===== src/rtl/csr_pkg.sv =====
// Shared CSR numbering, exception codes and trap-sequencer encodings used by
// the writeback-stage trap controller.
package csr_pkg;

  localparam logic [13:0] CSR_CRMD   = 14'h000;
  localparam logic [13:0] CSR_PRMD   = 14'h001;
  localparam logic [13:0] CSR_ECFG   = 14'h004;
  localparam logic [13:0] CSR_ESTAT  = 14'h005;
  localparam logic [13:0] CSR_ERA    = 14'h006;
  localparam logic [13:0] CSR_BADV   = 14'h007;
  localparam logic [13:0] CSR_EENTRY = 14'h00c;
  localparam logic [13:0] CSR_TID    = 14'h040;
  localparam logic [13:0] CSR_TCFG   = 14'h041;
  localparam logic [13:0] CSR_TVAL   = 14'h042;
  localparam logic [13:0] CSR_TICLR  = 14'h044;

  localparam logic [5:0] ECODE_INT = 6'h00;
  localparam logic [5:0] ECODE_ADE = 6'h08;
  localparam logic [5:0] ECODE_ALE = 6'h09;
  localparam logic [5:0] ECODE_SYS = 6'h0b;

  typedef enum logic [1:0] {
    ST_IDLE,
    ST_COMMIT,
    ST_REDIRECT
  } trap_state_e;

  typedef enum logic {
    KIND_EX,
    KIND_ERTN
  } trap_kind_e;

  // Writes to these CSRs can change which interrupts are enabled or pending.
  function automatic logic masks_int(input logic [13:0] num);
    return (num == CSR_CRMD) || (num == CSR_ECFG) ||
           (num == CSR_ESTAT) || (num == CSR_TICLR);
  endfunction

endpackage


===== src/rtl/csr_trap_ctrl.sv =====
// Writeback-stage CSR sequencer: arbitrates the CSR write port, recognises
// interrupts and runs the trap/ertn commit, flush and fetch-redirect sequence.
module csr_trap_ctrl
  import csr_pkg::*;
#(
  parameter logic [5:0] INT_ECODE        = 6'd0,
  parameter int         INT_BLOCK_CYCLES = 1,
  parameter int         CNT_W            = 16
) (
  input  logic             clk,
  input  logic             reset,
  input  logic             wb_valid,
  input  logic [31:0]      wb_pc,
  input  logic             wb_ex,
  input  logic [5:0]       wb_ecode,
  input  logic [8:0]       wb_esubcode,
  input  logic [31:0]      wb_vaddr,
  input  logic             wb_ertn,
  input  logic             wb_csr_we,
  input  logic [13:0]      wb_csr_num,
  input  logic [31:0]      wb_csr_wmask,
  input  logic [31:0]      wb_csr_wvalue,
  output logic             wb_ready,
  input  logic             has_int,
  input  logic [31:0]      ex_entry,
  input  logic [31:0]      era,
  output logic             csr_we,
  output logic [13:0]      csr_num,
  output logic [31:0]      csr_wmask,
  output logic [31:0]      csr_wvalue,
  output logic             csr_wb_ex,
  output logic             csr_ertn_flush,
  output logic [31:0]      csr_pc,
  output logic [5:0]       csr_ecode,
  output logic [8:0]       csr_esubcode,
  output logic [31:0]      csr_vaddr,
  output logic             flush,
  output logic             redirect_valid,
  output logic [31:0]      redirect_pc,
  input  logic             redirect_ready,
  output logic [CNT_W-1:0] trap_cnt
);

  localparam int BLK_W = (INT_BLOCK_CYCLES > 1) ? $clog2(INT_BLOCK_CYCLES + 1) : 1;
  localparam logic [BLK_W-1:0] BLK_LOAD = BLK_W'(INT_BLOCK_CYCLES);

  trap_state_e      state;
  trap_kind_e       kind;
  logic [BLK_W-1:0] blk_cnt;

  logic in_idle;
  logic int_take;
  logic take_ex;
  logic trap_event;

  assign in_idle    = (state == ST_IDLE);
  assign int_take   = has_int & wb_valid & (blk_cnt == '0);
  assign take_ex    = wb_ex | int_take;
  assign trap_event = wb_valid & (wb_ex | int_take | wb_ertn);

  // An instruction that traps or is interrupted must not retire its CSR write.
  assign wb_ready   = in_idle & ~reset;
  assign csr_we     = in_idle & ~reset & wb_valid & wb_csr_we & ~trap_event;
  assign csr_num    = wb_csr_num;
  assign csr_wmask  = wb_csr_wmask;
  assign csr_wvalue = wb_csr_wvalue;

  // NOTE: all state below uses non-blocking assignments so every register
  // samples the pre-edge values of its peers, independent of statement order.
  always_ff @(posedge clk) begin
    if (reset) begin
      state          <= ST_IDLE;
      kind           <= KIND_EX;
      csr_wb_ex      <= 1'b0;
      csr_ertn_flush <= 1'b0;
      csr_pc         <= '0;
      csr_ecode      <= '0;
      csr_esubcode   <= '0;
      csr_vaddr      <= '0;
      flush          <= 1'b0;
      redirect_valid <= 1'b0;
      redirect_pc    <= '0;
      trap_cnt       <= '0;
    end else begin
      unique case (state)
        ST_IDLE: begin
          if (trap_event) begin
            kind           <= take_ex ? KIND_EX : KIND_ERTN;
            csr_wb_ex      <= take_ex;
            csr_ertn_flush <= ~take_ex;
            csr_pc         <= wb_pc;
            flush          <= 1'b1;
            state          <= ST_COMMIT;
            if (!wb_ex && int_take) begin
              csr_ecode    <= INT_ECODE;
              csr_esubcode <= '0;
              csr_vaddr    <= '0;
            end else begin
              csr_ecode    <= wb_ecode;
              csr_esubcode <= wb_esubcode;
              csr_vaddr    <= wb_vaddr;
            end
          end
        end
        ST_COMMIT: begin
          csr_wb_ex      <= 1'b0;
          csr_ertn_flush <= 1'b0;
          redirect_valid <= 1'b1;
          redirect_pc    <= (kind == KIND_EX) ? ex_entry : era;
          if (kind == KIND_EX) trap_cnt <= trap_cnt + CNT_W'(1);
          state          <= ST_REDIRECT;
        end
        ST_REDIRECT: begin
          if (redirect_ready) begin
            redirect_valid <= 1'b0;
            flush          <= 1'b0;
            state          <= ST_IDLE;
          end
        end
        default: state <= ST_IDLE;
      endcase
    end
  end

  // Interrupt recognition is held off briefly after writes that may change
  // the pending/enabled interrupt set, so the CSR file settles first.
  always_ff @(posedge clk) begin
    if (reset) begin
      blk_cnt <= '0;
    end else if (state == ST_COMMIT) begin
      blk_cnt <= '0;
    end else if (csr_we && masks_int(wb_csr_num)) begin
      blk_cnt <= BLK_LOAD;
    end else if (blk_cnt != '0) begin
      blk_cnt <= blk_cnt - BLK_W'(1);
    end
  end

endmodule


===== config.mk =====
export PLATFORM = sky130hd
export DESIGN_NAME = csr_trap_ctrl
export DESIGN_NICKNAME = d
export VERILOG_FILES = /design/src/rtl/csr_pkg.sv /design/src/rtl/csr_trap_ctrl.sv
export SDC_FILE = /design/constraint.sdc
export NUM_CORES = 1
export LEC_CHECK = 0
export ABC_AREA = 1
export BUFFER_PORTS_ARGS = -buffer_cell sky130_fd_sc_hd__buf_2
export CAP_MARGIN = 15
export CORE_AREA = 2 2 171 173
export DETAILED_ROUTE_END_ITERATION = 8
export DIE_AREA = 0 0 173 175
export PLACE_DENSITY = 0.52
export SLEW_MARGIN = 20
export SYNTH_ARGS = -nofsm -noshare
export SYNTH_HDL_FRONTEND = slang
export SYNTH_SLANG_ARGS = --single-unit

===== constraint.sdc =====
create_clock -name clk -period 2.9 [get_ports clk]
set_input_delay 0.58 -clock clk [delete_from_list [all_inputs] [get_ports clk]]
set_output_delay 0.58 -clock clk [all_outputs]
set_load 0.005 [all_outputs]

# Word-level counts from Yosys, hierarchy flattened
# Cells that the tools add are included.
totals:
  inputBits: 229
  register_bits: 135
  elab_cells: 72
  out_inout_bits: 211
classes:
  bitwise: 14
  eq_ne: 7
  n_mux: 18
  reduce_logical: 18
  addsub: 2
ops:
  columns: ["cell", "n"]
  rows:
  - ["2-to-1 mux 32 bit", 2]
  - ["== test 14 x 3 -> 1 bit, second input constant", 2]
  - ["adder 16 x 1 -> 16 bit, second input constant", 1]
  - ["== test 14 x 7 -> 1 bit, second input constant", 1]
  - ["zero test 14 bit", 1]
  - ["AND reduction 2 bit", 5]
  - ["2-to-1 mux 9 bit", 1]
  - ["case mux 1 bit (2 select lines)", 4]
  - ["AND 1 bit", 7]
  - ["2-to-1 mux 1 bit", 7]
  - ["2-to-1 mux 6 bit", 1]
  - ["case mux 2 bit (3 select lines)", 1]
  - ["nonzero test 2 bit", 3]
  - ["inverter 1 bit", 5]
  - ["2-to-1 mux 2 bit", 2]
  - ["logical OR 1 bit", 3]
  - ["AND reduction 3 bit", 1]
  - ["== test 2 x 1 -> 1 bit, second input constant", 1]
  - ["== test 2 bit, second input constant", 1]
  - ["logical AND 1 bit", 2]
  - ["zero test 2 bit", 1]
  - ["!= test 2 x 1 -> 1 bit, second input constant", 1]
  - ["!= test 2 bit, second input constant", 1]
  - ["bitwise OR 1 bit", 2]
  - ["other kinds (3)", 3]

# Longest topological paths before layout
# Gate-level depths: netlist (run 1).
depth:
  word_depth: 9
  depth_mapped: 10
  ltp_nobuf: 8

# Least setup slack after synthesis (run 1)
# OpenSTA, ideal clock, no wires.
synth_timing:
  kind: "input -> output"
  from: "in reset"
  to: "out csr_we"
  setup_slack_ps: 1300
  t_arrival_ps: 1020
  stages: 5
  t_required_ps: 2320
  n_path_buf: 0
  path_cell_list: "inv_2 -> nand3_1 -> nor2_1 -> nand4_1 -> inv_1"
synth_between:
  elab_chain_len: 5
synth_lines:
  columns: ["element", "line_no", "text"]
  rows:
  - ["start: declaration", "csr_trap_ctrl.sv:11", "input logic reset,"]
  - ["inverter 1 bit", "csr_trap_ctrl.sv:63", "assign csr_we = in_idle & ~reset & wb_valid & wb_csr_we & ~trap_event;"]
  - ["AND 1 bit (4 in a row)", "csr_trap_ctrl.sv:63", null]
  - ["end: declaration", "csr_trap_ctrl.sv:27", "output logic csr_we,"]
# Every way passes these cells.

# Worst setup path in the final report (run 1)
layout_timing:
  from: "reg state[0]"
  to: "out csr_we"
layout_between:
  elab_chain_len: 5
layout_lines:
  columns: ["element", "line_no", "text"]
  rows:
  - ["start: declaration", "csr_trap_ctrl.sv:47", "trap_state_e state;"]
  - ["start signal: assignment", "csr_trap_ctrl.sv:72", "state <= ST_IDLE;"]
  - ["start signal: assignment", "csr_trap_ctrl.sv:93", "state <= ST_COMMIT;"]
  - ["start signal: assignment", "csr_trap_ctrl.sv:111", "state <= ST_REDIRECT;"]
  - ["zero test 2 bit", "csr_trap_ctrl.sv:56", "assign in_idle = (state == ST_IDLE);"]
  - ["AND 1 bit (4 in a row)", "csr_trap_ctrl.sv:63", null]
# Every way passes these cells.

==> impl_results.md, run 1 <==
- Synth area leaders: dfxtp_1, nor2_1, buf_4, o21ai_0, a21oi_1
- Pre-CTS WS: slightly above 0.8 ns
- Final period util: between 70 and 80%
- Lkg Pwr: between 4 and 5 nW
- # rows: a little over 60
- Hold buffers post-CTS: 0
- Worst path arrival time: 1.54 ns
- Clk slew on worst S/H paths: approximately 0.070 ns
- Skew-Pair Late Insertion Delay: ~0.42 ns
- DR vias/cell: approximately 4.2
- Crit path kind: reg -> out
- Synth area leader: dfxtp_1
- Min Clock Period, post-route: about 2.1 ns
- Post-Synthesis Cells: 877
- Worst vdd ir: ~0.00033 V
- Status: finished clean
- CTS resizes: 0
- Worst setup SP type: flip-flop
- RSZ-0062 raised after global routing: false
- Fraction of layout cells with a size suffix above 1: between 30% and 40%
- Postcts setup bufs: 0
- Final instance area: a little over 8000 um^2
- Global route overflow: 0
- Fmax achieved: approximately 0.47 GHz
- CP Max Fanout: 4
- DP Area: 7510 um^2
- Initial Utilization: approximately 22%
- Post-route DRC violation count: 0
- Pin count of the biggest net entering global routing: around 120
- TritonCTS buffer count: 17
- Area of the multi-input gates: between 2000 and 2500 um^2
- Detailed-placement wirelength estimate: ~14000 um
- Final hold viol count: 0
- Syn Area/Cell: 7.07 um^2
- Finish-stage setup viols: 0
- Vias: around 6300
- Register Area: between 2000 and 3000 um^2
- Top-count cell post-synth: nor2_1
- Initial DRC count: 333
- Synth Net Count: between 1000 and 1500
- Initial antenna violation count: 2
- Pins Over Slew Limit: 0
- Final ANT Viol Nets: 0
- First-pass GRT wire length: about 32000 um
- Max cap viols: 0
- Die Wd: approximately 170 um
- Total GRT Usage: about an eighth
- Vias in the first global route: 5807
- Clk sinks: around 140
- FILL cells: 3174
- Slew @ Worst Pin: 0.782 ns
- # nets final: roughly 1300
- Max Root-Sink Buffers: 2
- Max_slew headroom: roughly 48%
- Port bufs: between 300 and 400
- Area growth syn-to-layout: 30.9%
- Asr flop ratio synth: 0%
- H-tree depth: 4
- Skew final: ~0.013 ns
- I/O pins: 440
- Core area: ~28000 um^2
- Synth top area share: roughly 44%
- Die ar.: 30300 um^2
- HP Class: in -> reg
- Required @ worst endpoint: 2.32 ns
- Gp weighted congestion: 0.818
- CTS tree: built
- Die height: 175 um
- Fin worst setup slack: 0.777 ns
- Clock Tree Root: clkbuf_16
- Routed WL: 20600 um
- Cell area after synthesis: 6200 um^2
- Worst hold margin: approximately 0.38 ns
- Yosys reg bits: ~140
- Sequential-to-total area share from yosys stat: between 40 and 50%
- Drt first pass iters: 4
- Setup TNS: 0 ns
- Syn. warnings: 0
- Power per Cell Area: a little over 600 nW/um^2
- Most frequent cells after synthesis: nor2_1, dfxtp_1, o21ai_0
- EDFF count, synth: 0
- Setup crit end kind: output port
- Yosys cell types: 26
- Synth Flop Type: dfxtp_1
- WL/cell: about 14 um
metal layers:
metal	routed length (um)	vias to the layer above	track usage, %
met5	12	-	0
met4	433	2	4.59
met3	1650	27	4.35
met2	9700	275	22.2
met1	8840	2842	15.8
li1	-	3122	-
state kept, by name, indices dropped and copies added, names as in the netlist, 2 cells and up:
name,flops
redirect_pc,32
csr_vaddr,32
csr_pc,32
state,2
csr_esubcode,9
csr_ecode,6
trap_cnt,16
cells by family after synthesis:
| logic type | count (synthesis) | share of synthesized area (%) |
|---|---|---|
| flip-flops | 135 | 43.6 |
| AO/OA/AOI/OAI | 193 | 15.6 |
| adder cells (fa/ha/maj) | 1 | 0.202 |
| XOR/XNOR | 2 | 0.282 |
| AND/OR/NAND/NOR | 347 | 22.6 |
| buffers and inverters | 199 | 17.8 |
report_power, final:
part           internal [mW]  switching (mW)
Combinational          0.305           0.384
Sequential              2.00          0.0712
Clock                   1.31           0.940
layout make-up:
class | instances | share of cell area, %
sequential | 135 | 33.3
timing repair buffer | 319 | 20.4
clock buffer | 18 | 5.41
antenna | 1 | 0.0308
multi-input combinational | 543 | 29.6
clock inverter | 14 | 1.97
tap | 384 | 5.92
inverter | 73 | 3.39
cell usage in the layout (no fill, tap or decap), types with 5 or more instances in the layout:
cell,count
nor2_1,210
inv_1,68
nand3_1,20
a21oi_1,77
buf_4,5
nand2_1,96
buf_2,311
nand4_1,5
inv_6,6
o21ai_1,5
dfxtp_1,135
clkbuf_16,17
o21ai_0,111
stage by stage:
step                      std cells  utilization, %  total power, mW
final                          1487            28.6             5.01
after global routing           1486            28.6             5.30
after CTS                      1486            28.6             5.12
after detailed placement       1454            26.5             2.82
after global placement         1454            26.5             2.81
after floorplan                 877               -             2.53
critical path, stage by stage, from the launching register on:
cell and delay, ns:
dfxtp_1 0.38, inv_1 0.12, nand3_1 0.13, nor2_1 0.14, nand4_1 0.16, inv_1 0.08, buf_2 0.13
path summary, 6_finish.rpt:
path              startpoint            to  slack [ns]  depth (start not counted)
hold reg to reg    csr_wb_ex     csr_wb_ex        0.46                          2
hold / removal     wb_pc[30]    csr_pc[30]        0.38                          3
setup / recovery    state[0]        csr_we        0.78                          6
setup reg to reg        kind  trap_cnt[12]        1.00                          6
(Power assumes the default switching activity.)
==> run 2: changes to the inputs <==
- CORE_AREA: 2 2 171 173 -> 2 2 169 171
- DIE_AREA: 0 0 173 175 -> 0 0 171 173
- PLACE_DENSITY: 0.52 -> 0.53
- clock period: 2.9 -> 2 ns (I/O delays scaled with it)
==> run 2 against run 1 <==
Core utilization rose by 0.98 points. Combinational power is 45% higher. Critical path depth unchanged. Final cell count about the same. Non-clock buffer count up 5. Worst hold slack lost 0.17 ns. Routed wire length shrank 2.0%. Via count decreased by 1.5%.
==> impl_results.md, run 2 (synthesis results as in run 1) <==
- H-tree depth: 4 (unchanged)
- CP Max Fanout: 4 (unchanged)
- DR vias/cell: 4.16 (-1.4%)
- Hold Startpoint: wb_pc[27]
- Slew @ Worst Pin: 0.517 ns (-0.265 ns)
- Reg2Reg Depth: 6 (unchanged)
- Min Clock Period, post-route: around 1.8 ns
- Max_slew headroom: 65.5% (+18 points)
- Skew-Pair Late Insertion Delay: 0.41 ns (about the same)
- Power per Cell Area: 891 nW/um^2 (+44%)
- Hold buffers post-CTS: 0 (unchanged)
- Status: finished clean
- Clk slew on worst S/H paths: 0.07 ns (about the same)
- Worst reg2reg path startpoint: trap_cnt[0]
- Finish-stage setup viols: 0 (unchanged)
- Design Power: 7.28 mW (+45%)
- WL/cell: 13.6 um (-2.0%)
- Final instance area: 8170 um^2 (+0.66%)
- Pins Over Slew Limit: 0 (unchanged)
- Total GRT Usage: 13.3% (+0.069 points)
- DP Area: 7560 um^2 (+0.57%)
- Worst vdd ir: 0.000409 V (+23%)
- CTS tree: built
- Detailed-placement wirelength estimate: 14200 um (-1.5%)
- Required @ worst endpoint: 1.60 ns (-0.72 ns)
- Routed WL: 20200 um (-2.0%)
- Met3 GRT Util: 4.44% (+0.089 points)
- Port bufs: 311 (unchanged)
- Met1 Usage GRT: 15.8% (+0.059 points)
- Commonest cells after routing, fill and taps aside: buf_2, nor2_1, dfxtp_1, o21ai_0, nand2_1
- M2 GR Usage: 22.1% (-0.11 points)
- Max cap viols: 0 (unchanged)
- Global route overflow: 0 (unchanged)
- GRT busiest layer: met2
- Setup TNS: 0 ns (unchanged)
- Vias in the first global route: 5741 (-1.1%)
- Largest registers: csr_pc x32, csr_vaddr x32, redirect_pc x32
- Worst setup SP type: flip-flop
- Lkg Pwr: 4.07 nW (+0.74%)
- R2r setup slk: 0.56 ns (-0.44 ns)
- Initial DRC count: 306 (-8.1%)
- Clk sinks: 135 (unchanged)
- Fraction of layout cells with a size suffix above 1: 33.7% (+0.57 points)
- Worst reg2reg path endpoint: trap_cnt[14]
- I/O pins: 440 (unchanged)
- Gp weighted congestion: 0.822 (+0.53%)
- Core area: 27600 um^2 (-2.7%)
- Final hold viol count: 0 (unchanged)
- Clock Tree Root: clkbuf_16
- Worst Hold Path EP: csr_pc[27]
- Post-route DRC violation count: 0 (unchanged)
- Max Root-Sink Buffers: 2 (unchanged)
- Commonest non-fill, non-tap cell in the layout: buf_2
- Fin worst setup slack: 0.167 ns (-0.611 ns)
- Drt first pass iters: 6 (+2)
- Fmax achieved: ~0.55 GHz
- # nets final: 1324 (+0.38%)
- Initial antenna violation count: 1 (-1)
- HP Class: in -> reg
- Crit path kind: reg -> out
- Die height: 173 um (-1.1%)
- Vias: 6177 (-1.5%)
- Pre-CTS WS: 0.351 ns (-0.474 ns)
- Area growth syn-to-layout: 31.7%
- Worst path arrival time: 1.43 ns (-0.11 ns)
- Final period util: roughly nine tenths
- Area of the multi-input gates: 2410 um^2 (+0.31%)
- Initial Utilization: 22.4% (+0.60 points)
- FILL cells: 3081 (-2.9%)
- First-pass GRT wire length: 30900 um (-2.8%)
- TritonCTS buffer count: 17 (unchanged)
- # rows: 61 (-1.6%)
- Die Wd: 171 um (-1.2%)
- Pin count of the biggest net entering global routing: 123 (unchanged)
- Final ANT Viol Nets: 0 (unchanged)
- Hold path cells: 3 (unchanged)
- Fin util: 29.6% (+0.98 points)
- Setup crit end kind: output port
- Skew final: 0.00914 ns (-0.00398 ns)
- Die ar.: 29600 um^2 (-2.3%)
- Register Area: 2700 um^2 (about the same)
- Postcts setup bufs: 0 (unchanged)
[run 2: cell types whose count changed in the layout (fill, tap and decap cells not counted), sizes merged]
cell	change
buf	+5
clkinv	-1
inv	+1
[run 2: per-stage QoR]
step,hold WS (ns),cells
finish,0.211,1486
global route,0.197,1486
CTS,0.187,1485
detailed placement,0.450,1453
global placement,0.449,1453
floorplan,0.457,877
[run 2: worst max-delay path by stage]
stage | startpoint | end | slack (ns) | depth (start not counted)
global route | state[1] | csr_we | -0.02 | 6
finish | state[0] | csr_we | 0.17 | 6
detailed placement | reset | csr_we | 0.35 | 7
global placement | reset | csr_we | 0.32 | 7
floorplan | has_int | csr_pc[21] | 0.70 | 9
CTS | state[0] | csr_we | 0.04 | 6
[run 2: cell type report]
| class | instances | share of cell area (%) |
|---|---|---|
| flip-flops and latches | 135 | 33.1 |
| inverters | 73 | 3.37 |
| repair buffers | 324 | 20.9 |
| clock inverters | 14 | 1.99 |
| diodes | 1 | 0.0306 |
| well taps | 378 | 5.79 |
| clock buffers | 18 | 5.38 |
| multi-input cells | 543 | 29.5 |
[run 2: what timing repair did]
action | in CTS | in global routing
gates resized for setup | 0 | 3
setup endpoints to repair | 0 | 1
hold endpoints to repair | 0 | 0
[run 2: per-layer routing]
metal | part of all wire [%] | routed length (um) | vias to the layer above
li1 | - | - | 3141
met1 | 42 | 8570 | 2740
met2 | 47 | 9490 | 274
met3 | 8.6 | 1730 | 22
met4 | 2.1 | 427 | 0
met5 | 0 | 0 | -
[run 2: critical path: stages, from the launching register on]
cell and delay [ns]:
dfxtp_2 0.35, inv_1 0.10, nand3_2 0.10, nor2_2 0.11
nand4_1 0.14, inv_1 0.08, buf_2 0.14
[run 2: where the power goes]
group          internal, mW  switching, mW
clock network          1.91           1.36
registers              2.90          0.101
logic                 0.453          0.552
total                  5.26           2.02
==> run 3: changes to the inputs <==
- ABC_AREA: 1 -> 0
- CORE_AREA: 2 2 169 171 -> 2 2 173 175
- DIE_AREA: 0 0 171 173 -> 0 0 175 177
- PLACE_DENSITY: 0.53 -> 0.49
==> run 3 against run 2 <==
Critical path depth fell by 2. Power fell by 0.47%. Global-route usage fell by 2.2 points. Critical endpoint unchanged. Highest routed layer is now met5.
==> impl_results.md, run 3 <==
- Status: finished clean
- Routed WL: 17500 um (-13%)
- Max_slew headroom: 62.8% (-2.7 points)
- R2r setup slk: 0.11 ns (-0.45 ns)
- Slowest stage cell, crit path: or3b_4
- Synth Area in Simple Gates: 13.7% (-8.9 points)
- Top-count cell post-synth: dfxtp_1
- Synth top area share: 48.1% (+4.5 points)
- Clk sinks: 135 (unchanged)
- # rows: 63 (+3.3%)
- Post-Synthesis Cells: 603 (-31%)
- Clock Tree Root: clkbuf_16
- FILL cells: 3218 (+4.4%)
- Slew @ Worst Pin: 0.558 ns (+0.0403 ns)
- Port bufs: 311 (unchanged)
- Crit path kind: reg -> out
- Fraction of layout cells with a size suffix above 1: 45.8% (+12 points)
- Multiplexer share of the synthesized area: 5.90% (+5.9 points)
- Compound-Gate Fraction of Synth Area: 17.1% (+1.6 points)
- Final period util: 97.5% (+5.8 points)
- First-pass GRT wire length: 26300 um (-15%)
- Fin util: 27.2% (-2.4 points)
- Max cap viols: 0 (unchanged)
- Worst setup SP type: flip-flop
- Yosys reg bits: 135 (unchanged)
- # nets final: 1078 (-19%)
- Pin count of the biggest net entering global routing: 48 (-61%)
- Pins Over Slew Limit: 0 (unchanged)
- Syn. warnings: 0 (unchanged)
- Post-route DRC violation count: 0 (unchanged)
- Finish-stage setup viols: 0 (unchanged)
- Die ar.: 31000 um^2 (+4.7%)
- H-tree depth: 4 (unchanged)
- Min Clock Period, post-route: 1.95 ns (+0.117 ns)
- Clk slew on worst S/H paths: 0.07 ns (about the same)
- Syn Area/Cell: 9.33 um^2 (+32%)
- Skew final: 0.0138 ns (+0.00466 ns)
- Synth Net Count: 833 (-25%)
- Synth area leader: dfxtp_1
- Power per Cell Area: 911 nW/um^2 (+2.3%)
- Die Wd: 175 um (+2.3%)
- Worst path arrival time: 1.55 ns (+0.12 ns)
- WL/cell: 14.0 um (+2.9%)
- Vias: 4994 (-19%)
- Critical Path, Cell by Cell: or3b_4 -> nor2_2 -> and3_4 -> buf_6
- Detailed-placement wirelength estimate: 13100 um (-7.9%)
- Cell area after synthesis: 5620 um^2 (-9.3%)
- Synth area leaders: dfxtp_1, buf_4, a22o_1, mux2i_1, nand2_1
- Fmax achieved: 0.513 GHz (-6.0%)
- Total GRT Usage: 11.0% (-2.2 points)
- CTS tree: built
- Commonest cells after routing, fill and taps aside: buf_2, dfxtp_1, nand2_1, nor2_1, a22o_1
- Dpl cells: 1211 (-17%)
- Post-Synth Adder-Cell Area: 0.222% (+0.021 points)
- I/O pins: 440 (unchanged)
- Worst reg2reg path startpoint: state[1]
- Area of the multi-input gates: 2210 um^2 (-8.4%)
- Crit path from: state[0]
- Initial DRC count: 166 (-46%)
- Die height: 177 um (+2.3%)
- Drt first pass iters: 4 (-2)
- Required @ worst endpoint: 1.60 ns (about the same)
- CP Max Fanout: 2 (-2)
- Worst vdd ir: 0.000430 V (+5.1%)
- Sequential-to-total area share from yosys stat: 48.1% (+4.5 points)
- Commonest non-fill, non-tap cell in the layout: buf_2
- Register Area: 2710 um^2 (+0.28%)
- Most frequent cells after synthesis: dfxtp_1, buf_4, nand2_1
- Final hold viol count: 0 (unchanged)
- Initial Utilization: 19.2% (-3.2 points)
- Max Root-Sink Buffers: 2 (unchanged)
- Hold Startpoint: wb_vaddr[6]
- Largest family of logic cells by synthesized area: compound AO/OA/AOI/OAI gates
- Non-Filler Instances: 1252 (-16%)
- Vias in the first global route: 4735 (-18%)
- Setup crit end kind: output port
- RSZ-0062 raised after global routing: true
- Fin worst setup slack: 0.0500 ns (-0.117 ns)
- Global route overflow: 0 (unchanged)
- Initial antenna violation count: 2 (+1)
- Pre-CTS WS: -0.106 ns (-0.457 ns)
- Core area: 29200 um^2 (+5.8%)
- Area growth syn-to-layout: 41.4%
- Gp weighted congestion: 0.694 (-16%)
- Asr flop ratio synth: 0% (unchanged)
- Yosys cell types: 39 (+50%)
- Skew-Pair Late Insertion Delay: 0.42 ns (about the same)
- Synth Area in XOR/XNOR: 1.40% (+1.1 points)
- TritonCTS buffer count: 17 (unchanged)
- DR vias/cell: 3.99 (-4.0%)
- Largest registers: csr_pc x32, csr_vaddr x32, redirect_pc x32
- Synth Flop Type: dfxtp_1
- Final ANT Viol Nets: 0 (unchanged)
- Lkg Pwr: 3.62 nW (-11%)
- Slowest stage delay, CP: 0.40 ns (+0.05 ns)
- HP Class: in -> reg
- EDFF count, synth: 0 (unchanged)
==> run 3: cell count changes in the layout (fill, tap and decap cells not counted), moves of 20 or more <==
cell	before	now
nor2_1	209	48
o21ai_0	111	9
inv_1	68	4
a22o_1	0	47
a211oi_1	0	33
a21oi_1	77	44
mux2i_1	0	32
nand2_1	96	71
buf_4	9	29
==> run 3: cells by family (layout without fill, tap and decap cells) <==
logic type / Yosys count / count (layout)
flip-flops: 135 / 135
AND/OR/NAND/NOR: 165 / 165
buffers and inverters: 122 / 380
AO/OA/AOI/OAI: 138 / 138
XOR/XNOR: 9 / 9
other: 0 / 1
multiplexers: 33 / 33
adder cells (fa/ha/maj): 1 / 1
==> run 3: where the power goes <==
group / leakage (nW) / total [mW] / internal, mW / switching (mW)
Combinational: 2.21 / 0.886 / 0.450 / 0.436
Sequential: 1.11 / 2.93 / 2.85 / 0.0782
Clock: 0.304 / 3.43 / 2.14 / 1.29
Total: 3.62 / 7.24 / 5.44 / 1.81
==> run 3: final cells by class <==
cell class	instances	area share (%)
Clock inverter	14	2.47
Sequential cell	135	34.1
Clock buffer	18	5.52
Timing Repair Buffer	344	23.8
Tap cell	390	6.14
Inverter	4	0.189
Multi-Input combinational cell	346	27.8
Antenna cell	1	0.0315
==> run 3: worst paths after layout <==
| check | endpoint | depth (start not counted) |
|---|---|---|
| max reg2reg | trap_cnt[12] | 5 |
| min | csr_vaddr[6] | 2 |
| min reg2reg | csr_pc[25] | 2 |
| max | csr_we | 4 |
==> run 3: per-layer routing <==
metal | global-route usage (%) | wire [um] | vias up
met5 | 0 | 16 | -
li1 | - | - | 2519
met1 | 13.2 | 7430 | 2226
met4 | 4.69 | 400 | 2
met3 | 3.97 | 1380 | 28
met2 | 17.8 | 8300 | 219
==> run 3: through the flow <==
stage | area (um^2) | power (mW) | TNS (ns) | hold WS, ns
2_1_floorplan | 5620 | 3.50 | 0 | 0.453
3_3_place_gp | 7160 | 3.86 | -11.38 | 0.438
3_5_place_dp | 7180 | 3.87 | -4.27 | 0.443
4_1_cts | 7880 | 7.39 | 0 | 0.166
5_1_grt | 7950 | 7.62 | -0.00680 | 0.170
6_report | 7950 | 7.24 | 0 | 0.195
==> run 3: critical path: cells and delay by family, from the launching register on <==
| family | cells | cell delay, ns |
|---|---|---|
| and+or+nand+nor | 3 | 0.71 |
| buffers and inverters | 1 | 0.10 |
| DFF | 1 | 0.33 |
==> run 3: repair_timing <==
item	in CTS	in global routing
setup endpoints to repair	8	31
gates resized for setup	10	2
pin swaps	2	2
hold buffers	0	0
setup buffers	4	3
